$ cat config.mk
export PLATFORM = sky130hd
export DESIGN_NAME = mips32_wide_addsub_seq
export DESIGN_NICKNAME = d
export VERILOG_FILES = /design/src/rtl/mips32_wide_addsub_seq_pkg.sv /design/src/rtl/mips32_adder.sv /design/src/rtl/mips32_wide_addsub_seq.sv
export SDC_FILE = /design/constraint.sdc
export NUM_CORES = 1
export LEC_CHECK = 0
export BUFFER_PORTS_ARGS = -buffer_cell sky130_fd_sc_hd__clkbuf_2
export CAP_MARGIN = 20
export CORE_MARGIN = 4
export CORE_UTILIZATION = 55
export DETAILED_ROUTE_END_ITERATION = 7
export PLACE_DENSITY = 0.8
export SYNTH_ARGS = -nofsm -noshare
export SYNTH_HDL_FRONTEND = slang
export SYNTH_SLANG_ARGS = --single-unit
$ cat constraint.sdc
create_clock -name clk -period 7.14 [get_ports clk]
set_input_delay 0.357 -clock clk [delete_from_list [all_inputs] [get_ports clk]]
set_output_delay 0.357 -clock clk [all_outputs]
set_load 0.02 [all_outputs]
$ cat src/rtl/mips32_wide_addsub_seq_pkg.sv
// Shared definitions for the wide add/subtract sequencer: FSM state encoding,
// operation codes and a helper that sizes the slice index counter.
package mips32_wide_addsub_seq_pkg;

   typedef enum logic [1:0] {
      ST_IDLE = 2'd0,
      ST_RUN  = 2'd1,
      ST_DONE = 2'd2
   } state_t;

   localparam logic OP_ADD = 1'b0;
   localparam logic OP_SUB = 1'b1;

   // Slice index width; a single-slice build still gets a 1-bit index.
   function automatic int idx_width(input int words);
      return (words > 1) ? $clog2(words) : 1;
   endfunction

endpackage

$ cat src/rtl/mips32_adder.sv
// Single DATAWIDTH-bit adder slice with carry-in, shared by the wide sequencer.
// Purely combinational; reports carry-out plus zero/overflow/negative flags of
// this slice. Subtraction is done by the caller inverting B and setting cin.
module mips32_adder
   import mips32_wide_addsub_seq_pkg::*;
#(
   parameter int DATAWIDTH = 32
) (
   input  logic [DATAWIDTH-1:0] a_in,
   input  logic [DATAWIDTH-1:0] b_in,
   input  logic                 cin,
   output logic [DATAWIDTH-1:0] o_out,
   output logic                 carry,
   output logic                 zero,
   output logic                 overflow,
   output logic                 negative
);

   logic [DATAWIDTH:0] sum_full;

   assign sum_full = {1'b0, a_in} + {1'b0, b_in} + {{DATAWIDTH{1'b0}}, cin};
   assign o_out    = sum_full[DATAWIDTH-1:0];
   assign carry    = sum_full[DATAWIDTH];
   assign zero     = (o_out == '0);
   assign negative = o_out[DATAWIDTH-1];
   // Signed overflow: operands agree in sign but the result does not.
   assign overflow = (a_in[DATAWIDTH-1] == b_in[DATAWIDTH-1]) &&
                     (o_out[DATAWIDTH-1] != a_in[DATAWIDTH-1]);

endmodule

$ cat src/rtl/mips32_wide_addsub_seq.sv
// Wide (DATAWIDTH*WORDS bit) add/subtract built from one shared adder slice.
// One slice per cycle, least significant first, carry chained through a
// register. Command and result sides use valid/ready handshakes; the result
// is held stable in DONE until the consumer takes it.
module mips32_wide_addsub_seq
   import mips32_wide_addsub_seq_pkg::*;
#(
   parameter int DATAWIDTH = 32,
   parameter int WORDS     = 4
) (
   input  logic                       clk,
   input  logic                       resetn,
   input  logic                       cmd_valid,
   output logic                       cmd_ready,
   input  logic                       cmd_sub,
   input  logic [DATAWIDTH*WORDS-1:0] cmd_a,
   input  logic [DATAWIDTH*WORDS-1:0] cmd_b,
   output logic                       rsp_valid,
   input  logic                       rsp_ready,
   output logic [DATAWIDTH*WORDS-1:0] rsp_result,
   output logic                       rsp_zero,
   output logic                       rsp_carry,
   output logic                       rsp_ovf,
   output logic                       rsp_neg,
   output logic                       busy
);

   localparam int W     = DATAWIDTH * WORDS;
   localparam int IDX_W = idx_width(WORDS);
   // Slice mux is padded to a power of two so idx_reg always indexes in range.
   localparam int SLOTS = 2 ** IDX_W;
   localparam logic [IDX_W-1:0] LAST_IDX = IDX_W'(WORDS - 1);

   state_t               state_reg, state_next;
   logic [W-1:0]         a_reg, b_reg;
   logic                 sub_reg;
   logic [IDX_W-1:0]     idx_reg;
   logic                 carry_reg;
   logic                 zero_acc_reg;
   logic                 zero_reg, carry_out_reg, ovf_reg, neg_reg;
   logic                 accept, run_step, last_step;

   logic [DATAWIDTH-1:0] a_slice [SLOTS];
   logic [DATAWIDTH-1:0] b_slice [SLOTS];
   logic [DATAWIDTH-1:0] add_a, add_b, add_sum;
   logic                 add_cin, add_carry, add_zero, add_ovf, add_neg;

   genvar gi;

   // Slice k of each operand register; padding slots are never selected.
   for (gi = 0; gi < SLOTS; gi++) begin : g_slice
      if (gi < WORDS) begin : g_used
         assign a_slice[gi] = a_reg[gi*DATAWIDTH +: DATAWIDTH];
         assign b_slice[gi] = b_reg[gi*DATAWIDTH +: DATAWIDTH];
      end else begin : g_pad
         assign a_slice[gi] = '0;
         assign b_slice[gi] = '0;
      end
   end

   assign add_a   = a_slice[idx_reg];
   assign add_b   = (sub_reg == OP_SUB) ? ~b_slice[idx_reg] : b_slice[idx_reg];
   assign add_cin = (idx_reg == '0) ? sub_reg : carry_reg;

   mips32_adder #(.DATAWIDTH(DATAWIDTH)) u_adder (
      .a_in     (add_a),
      .b_in     (add_b),
      .cin      (add_cin),
      .o_out    (add_sum),
      .carry    (add_carry),
      .zero     (add_zero),
      .overflow (add_ovf),
      .negative (add_neg)
   );

   // Next-state and handshake outputs; all outputs decode from state only.
   always_comb begin
      state_next = state_reg;
      cmd_ready  = 1'b0;
      rsp_valid  = 1'b0;
      busy       = 1'b1;
      accept     = 1'b0;
      run_step   = 1'b0;
      case (state_reg)
         ST_IDLE: begin
            cmd_ready = 1'b1;
            busy      = 1'b0;
            if (cmd_valid) begin
               accept     = 1'b1;
               state_next = ST_RUN;
            end
         end
         ST_RUN: begin
            run_step = 1'b1;
            if (idx_reg == LAST_IDX) state_next = ST_DONE;
         end
         ST_DONE: begin
            rsp_valid = 1'b1;
            if (rsp_ready) state_next = ST_IDLE;
         end
         default: state_next = ST_IDLE;
      endcase
   end

   assign last_step = run_step && (idx_reg == LAST_IDX);

   // State register.
   always_ff @(posedge clk) begin
      if (!resetn) state_reg <= ST_IDLE;
      else         state_reg <= state_next;
   end

   // Operand capture, slice counter, carry/zero chaining and final flags.
   always_ff @(posedge clk) begin
      if (!resetn) begin
         a_reg         <= '0;
         b_reg         <= '0;
         sub_reg       <= OP_ADD;
         idx_reg       <= '0;
         carry_reg     <= 1'b0;
         zero_acc_reg  <= 1'b0;
         zero_reg      <= 1'b0;
         carry_out_reg <= 1'b0;
         ovf_reg       <= 1'b0;
         neg_reg       <= 1'b0;
      end else begin
         if (accept) begin
            a_reg        <= cmd_a;
            b_reg        <= cmd_b;
            sub_reg      <= cmd_sub;
            idx_reg      <= '0;
            zero_acc_reg <= 1'b1;
         end
         if (run_step) begin
            carry_reg    <= add_carry;
            zero_acc_reg <= zero_acc_reg & add_zero;
            if (!last_step) idx_reg <= idx_reg + 1'b1;
         end
         // The MSB slice sees the already-inverted B, so its flags are the wide flags.
         if (last_step) begin
            zero_reg      <= zero_acc_reg & add_zero;
            carry_out_reg <= add_carry;
            ovf_reg       <= add_ovf;
            neg_reg       <= add_neg;
         end
      end
   end

   // Result register bank: slice k is written on the cycle idx_reg selects it.
   for (gi = 0; gi < WORDS; gi++) begin : g_res
      logic [DATAWIDTH-1:0] slice_reg;
      always_ff @(posedge clk) begin
         if (!resetn)                                  slice_reg <= '0;
         else if (run_step && idx_reg == IDX_W'(gi))  slice_reg <= add_sum;
      end
      assign rsp_result[gi*DATAWIDTH +: DATAWIDTH] = slice_reg;
   end

   assign rsp_zero  = zero_reg;
   assign rsp_carry = carry_out_reg;
   assign rsp_ovf   = ovf_reg;
   assign rsp_neg   = neg_reg;

endmodule

# [Word level (Yosys, flattened, before mapping)]
# Cells that the tools add are included.
# Widths: inputs -> output; s select.
[totals] ff_bits=395 elab_cells=65
[op_classes] mux=23 magnitude_cmp=1 n_reduce_logical=10 add_sub_neg=3 n_bitwise=3 n_eq_ne=10
[op_table] cell="$mux 32" count=5
[op_table] cell="$bmux 32 s2" count=2
[op_table] cell="$add 32x32->33" count=1
[op_table] cell="$add 33x1->33" count=1
[op_table] cell="$logic_not 32->1" count=1
[op_table] cell="$not 32->32" count=1
[op_table] cell="$mux 2" count=6
[op_table] cell="$mux 1" count=9
[op_table] cell="$eq 2x2->1 const B" count=3
[op_table] cell="$ne 2x2->1 const B" count=3
[op_table] cell="$pmux 2 s3" count=1
[op_table] cell="$logic_and 1x1->1" count=5
[op_table] cell="$eq 2x1->1 const B" count=2
[op_table] cell="$logic_not 2->1" count=2
[op_table] cell="$ge 3x3->1 const B" count=1
[op_table] cell="$not 2->3" count=1
[op_table] cell="$reduce_and 3->1" count=1
[op_table] cell="$add 2x1->2 const B" count=1
[op_table] cell="$reduce_bool 2->1" count=1
[op_table] cell="$and 1x1->1" count=1
[op_table] cell="$eq 1x1->1" count=1
[op_table] cell="$ne 1x1->1" count=1

# [Depth between registers and ports, before layout]
[logic_depth] word_depth=11 depth_mapped=19

# [Hierarchy]
# From an unflattened synthesis, not the netlist that was laid out.
[hier_totals] hier_cells=2109 area_unflattened_um2=18502.7
[by_module_without_submodules] mod="mips32_wide_addsub_seq" n_inst=1 area_per_inst_um2=16623.4 cells_per_inst=1845 seq_area_each_um2=7907.6
[by_module_without_submodules] mod="mips32_adder" n_inst=1 area_per_inst_um2=1879.3 cells_per_inst=264 seq_area_each_um2=0.0

# [Worst setup path after synthesis]
# Ideal clock, no wire load.
[synth_timing] path_type="register to register" start="register idx_reg[0]" end="register zero_acc_reg" slack_ps=1881 path_stages_with_launch=20 arrival_time_ps=5199 n_path_buf=4 setup_time_ps=59 path_cell_list="dfxtp_1 -> clkbuf_1 -> buf_2 -> clkbuf_1 -> buf_1 -> inv_1 -> ha_1 -> mux2i_1 -> fa_1 -> inv_1 -> fa_1 -> a21o_1 -> a221oi_4 -> o21ai_1 -> xnor2_1 -> or4b_1 -> or4_1 -> nor4_2 -> nand4bb_1 -> nand2_1"
[synth_via] elab_chain_cells=11 word_cells_on_any_way=16 cone_classes="add/sub (2); mux (9); bitwise (3); reduce/logical (2)"
[synth_lines] item="from (decl)" line="mips32_wide_addsub_seq.sv:37" text="logic [IDX_W-1:0] idx_reg;"
[synth_lines] item="from (signal assigned)" line="mips32_wide_addsub_seq.sv:137" text="if (!last_step) idx_reg <= idx_reg + 1'b1;"
[synth_lines] item="$not 2->3 (implied by the code)" line="mips32_wide_addsub_seq.sv:61, mips32_wide_addsub_seq.sv:62"
[synth_lines] item="$bmux 32 s2" line="mips32_wide_addsub_seq.sv:62" text="assign add_b = (sub_reg == OP_SUB) ? ~b_slice[idx_reg] : b_slice[idx_reg];"
[synth_lines] item="$mux 32 (implied by the code) (2 in series)" line="mips32_wide_addsub_seq.sv:62"
[synth_lines] item="$not 32->32" line="mips32_wide_addsub_seq.sv:62"
[synth_lines] item="$mux 32" line="mips32_wide_addsub_seq.sv:62"
[synth_lines] item="$add 32x32->33" line="mips32_adder.sv:21" text="assign sum_full = {1'b0, a_in} + {1'b0, b_in} + {{DATAWIDTH{1'b0}}, cin};"
[synth_lines] item="$add 33x1->33 (*)" line="mips32_adder.sv:21"
[synth_lines] item="$logic_not 32->1 (*)" line="mips32_adder.sv:24" text="assign zero = (o_out == '0);"
[synth_lines] item="$and 1x1->1 (*)" line="mips32_wide_addsub_seq.sv:136" text="zero_acc_reg <= zero_acc_reg & add_zero;"
[synth_lines] item="$mux 1 (*)" line="mips32_wide_addsub_seq.sv:134" text="if (run_step) begin"
[synth_lines] item="to (signal assigned)" line="mips32_wide_addsub_seq.sv:136"
[synth_lines] item="to (decl)" line="mips32_wide_addsub_seq.sv:39" text="logic zero_acc_reg;"
# Every way passes the cells marked *; elsewhere a longest branch is shown, timed or not. The select of a mux whose other input is x is not followed.
# A chain may end at the register's enable or synchronous reset.

# [Worst setup path in the final report]
# Same ends and word-level chain as after synthesis.

==> summary.md <==
| Metric | Value |
|---|---|
| Outcome | finished, final reports clean |
| Share of total power in sequential cells | 0.440 |
| Power per standard cell area | 246 mW/mm² |
| Non-Filler Cell Area, Final | 0.0220 mm² |
| HP Class | primary input to flop |
| Synthesized netlist net count | 2457 |
| Slew at the pin with the worst max-slew slack | 1.06 ns |
| Shortest clock period the worst path allows after layout | 5.24 ns |
| Top cells by area in the synthesized netlist | dfxtp_1 43%, nand2_1 16%, a21boi_0 14%, mux4_2 7.8%, clkbuf_1 2.8% |
| Cell count of the worst reg-to-reg path | 13 |
| Clk buf depth | 3 |
| Critical register-to-register path endpoint | zero_acc_reg |
| Worst ir drop on vdd | 189 µV |
| IO Pins | 396 |
| Internal | 3.88 mW |
| Type of the worst setup path | flop to flop |
| Gp weighted congestion | 0.944 |
| Critical path capture point type | flop |
| Switching power of the nets | 1.55 mW |
| Crit Reg-Reg Startpoint | idx_reg[0] |
| Cell count of the worst hold path | 3 |
| Mean area per synthesized cell | 8.57 µm² |
| Port Buffer Count | 395 |
| Portion of synthesized cell area occupied by the leading cell type | 0.426 |
| Worst slew margin relative to its limit | 0.294 |
| Post-route fraction of the period consumed by the critical path | 0.734 |
| Number of CTS-inserted buffers | 40 |
| Count of flip-flops with a built-in enable after synthesis | 0 |
| Hold endpoint | b_reg[66] |
| Clock tree from TritonCTS | built |
| Post-Syn Area | 0.0185 mm² |
| Clock H-tree levels | 2 |
| Die width | 191 µm |
| Maximum fanout along the worst path | 36 |
| Post-synthesis cell count | 2159 |
| Leakage Power | 9.33 nW |
| P&R area growth vs syn | 19.1% |
| Fin Setup TNS | 0 ns |
| Clock share of power | 0.386 |
| Synth Register Bits | 394 |
| Slack of the worst reg-to-reg path | 1.90 ns |
| Biggest cell delay along the critical path | 0.79 ns |
| Share of post-route cells with drive strength above 1 | 0.226 |
| Setup violation total in the final timing report | 0 |
| Power after layout | 5.42 mW |
| HP Start | cmd_b[66] |
| GRT Total Usage | 0.297 |
| Unrepaired setup endpoints after global routing | false |
| Clk_skew | 0.0253 ns |
| Launching element type of the critical path | flop |
| Number of rows in the core area | 66 |
| Post-CTS Setup Bufs | 0 |
| Core area | 0.0329 mm² |
| Area of placed instances | 0.0206 mm² |
| Routed wire length per instance | 19.2 µm |
| Combinational share of power | 0.174 |
| Number of buffers added to fix hold violations after cts | 0 |
| Most area-hungry cell type in the Yosys netlist | dfxtp_1 |
| Cell with the largest stage delay on the worst path | dfxtp_4 |
| Most common flop cell mapped by yosys | dfxtp_1 |
| Clock net sink count | 394 |
| Global-route wire length before repair | 86700 µm |
| Count of warnings emitted by yosys | 0 |
| Antenna violations before repair | 1 |
| Max-Cap Viols | 0 |
| Fmax | 191 MHz |
| Total Wirelength | 56200 µm |
| Later-pin clock latency in the skew report | 0.54 ns |
| Effective utilization at floorplan | 0.563 |
| Cells along the critical path | buf_4 > mux4_2 > xor2_1 > ha_1 > nand2_1 > nor4_1 > or4b_1 > nand3_1 > xor2_1 > or4_1 > nor4_2 > nand4bb_1 > nand2_1 |
| Fin nets | 2751 |
| Number of cells upsized or downsized after cts | 0 |
| Total half-perimeter wirelength after legalization and detailed placement | 41500 µm |
| Via count of the first global-routing pass | 15958 |
| Router iterations before antenna repair | 8 |
| Portion of the post-synthesis area used by sequential elements | 0.426 |
| Root buffer selected by CTS | clkbuf_16 |
| Maximum number of pins on one net before global-route repair | 220 |
| CP required | 7.61 ns |
| Grt ovf | 0 |
| Proportion of register bits with asynchronous set or reset after synthesis | 0 |
| Via count | 16361 |
| Clock input transition at the sequential cells of the worst setup and hold paths | 0.06 ns |
| Number of slew-limit violations in the final report | 0 |
| Number of design rule violations left after detail routing | 0 |
| Initial DRC count | 1313 |
| Total die area | 0.0366 mm² |
| Data arrival time at the worst-slack endpoint | 5.71 ns |
| Vias/cell | 5.59 |
| DRT antenna net count | 0 |
| Net switching share of the total power | 0.285 |
| Cell variety after synth | 64 |
| Chip height | 191 µm |
| Final hold viol count | 0 |
| Final design utilization | 0.670 |
## critical path: cells and delay by family (launching register included)
kind,cells,cell delay (ns)
xor gates and xnor gates,2,0.30
adders and majority gates,1,0.54
buffers and inverters,1,0.41
DFF,1,0.79
muxes,1,0.56
and+or+nand+nor,8,2.52
## worst max path at each step
stage	startpoint	endpoint	slack, ns	cells after the start
after floorplan	idx_reg[0]	zero_acc_reg	1.88	19
after global placement	idx_reg[0]	rsp_zero	1.92	13
after detailed placement	idx_reg[0]	zero_acc_reg	1.92	13
after CTS	idx_reg[0]	zero_acc_reg	1.91	13
after global routing	idx_reg[0]	rsp_zero	1.54	13
final	idx_reg[0]	zero_acc_reg	1.90	13
## synth_stat cells, types with 11 or more instances
| master | count |
|---|---|
| nand3_1 | 15 |
| a21boi_0 | 342 |
| o21ai_0 | 54 |
| ha_1 | 35 |
| and2_1 | 41 |
| clkbuf_1 | 139 |
| nor2b_1 | 11 |
| o211ai_1 | 11 |
| dfxtp_1 | 394 |
| xnor2_1 | 14 |
| a21oi_1 | 36 |
| o211a_1 | 18 |
| mux4_2 | 64 |
| buf_1 | 13 |
| nor2_1 | 29 |
| nand2_1 | 766 |
| xor2_1 | 37 |
## stage by stage
step	hold slack, ns	worst slack [ns]	instances
after global routing	0.0535	1.54	2926
final	0.0511	1.90	2926
after detailed placement	0.451	1.92	2848
after global placement	0.443	1.92	2847
after floorplan	0.440	1.88	2159
after CTS	0.0407	1.91	2920
## logic make-up (layout without fill, tap and decap cells)
logic type                 after synthesis  count (layout)  synth area share
and+or+nand+nor                        922             922             0.206
AOI/OAI and AO/OA                      518             518             0.203
DFF                                    394             394             0.426
buffers and inverters                  170             494            0.0356
muxes                                   67              67            0.0795
xor gates and xnor gates                51              51            0.0241
adders and majority gates               37              37            0.0258
other                                    0               1                 0
## power groups by stage
| stage | clock network [mW] | logic (mW) | registers, mW |
|---|---|---|---|
| 6_report | 2.09 | 0.942 | 2.39 |
| 5_1_grt | 2.21 | 1.02 | 2.40 |
| 4_1_cts | 2.12 | 0.924 | 2.39 |
| 3_5_place_dp | 0 | 0.919 | 2.44 |
| 3_3_place_gp | 0 | 0.908 | 2.43 |
| 2_1_floorplan | 0 | 0.589 | 2.42 |
## metal layers
layer / vias up / global-route usage / part of all wire
met5: - / 0 / 0
met3: 113 / 0.0413 / 0.067
li1: 7915 / - / -
met4: 0 / 0.0981 / 0.035
met1: 7708 / 0.396 / 0.42
met2: 625 / 0.501 / 0.48
## cell type report
type	instances	area, µm²
diodes	1	2.50
clock buffers	57	1200
clock inverters	15	125
fillers	2786	10800
inverters	9	33.8
multi-input cells	1595	9960
flip-flops and latches	394	7900
well taps	442	553
repair buffers	413	2250
## cells in the final DEF, fill, tap and decap left out, types with 9 or more instances in the layout
cell type,synthesis,routed
mux4_2,64,64
o211a_1,18,18
xnor2_1,14,14
clkbuf_16,0,40
xor2_1,37,37
nor2_1,29,29
o21ai_0,54,54
ha_1,35,35
a21boi_0,342,342
clkbuf_2,0,394
inv_1,9,9
and2_1,41,40
nand3_1,15,15
clkbuf_8,0,15
buf_4,1,10
dfxtp_1,394,391
nand2_1,766,765
clkinv_2,0,9
o211ai_1,11,11
a21oi_1,36,36
nor2b_1,11,11
Power figures use the tool's default switching activity.
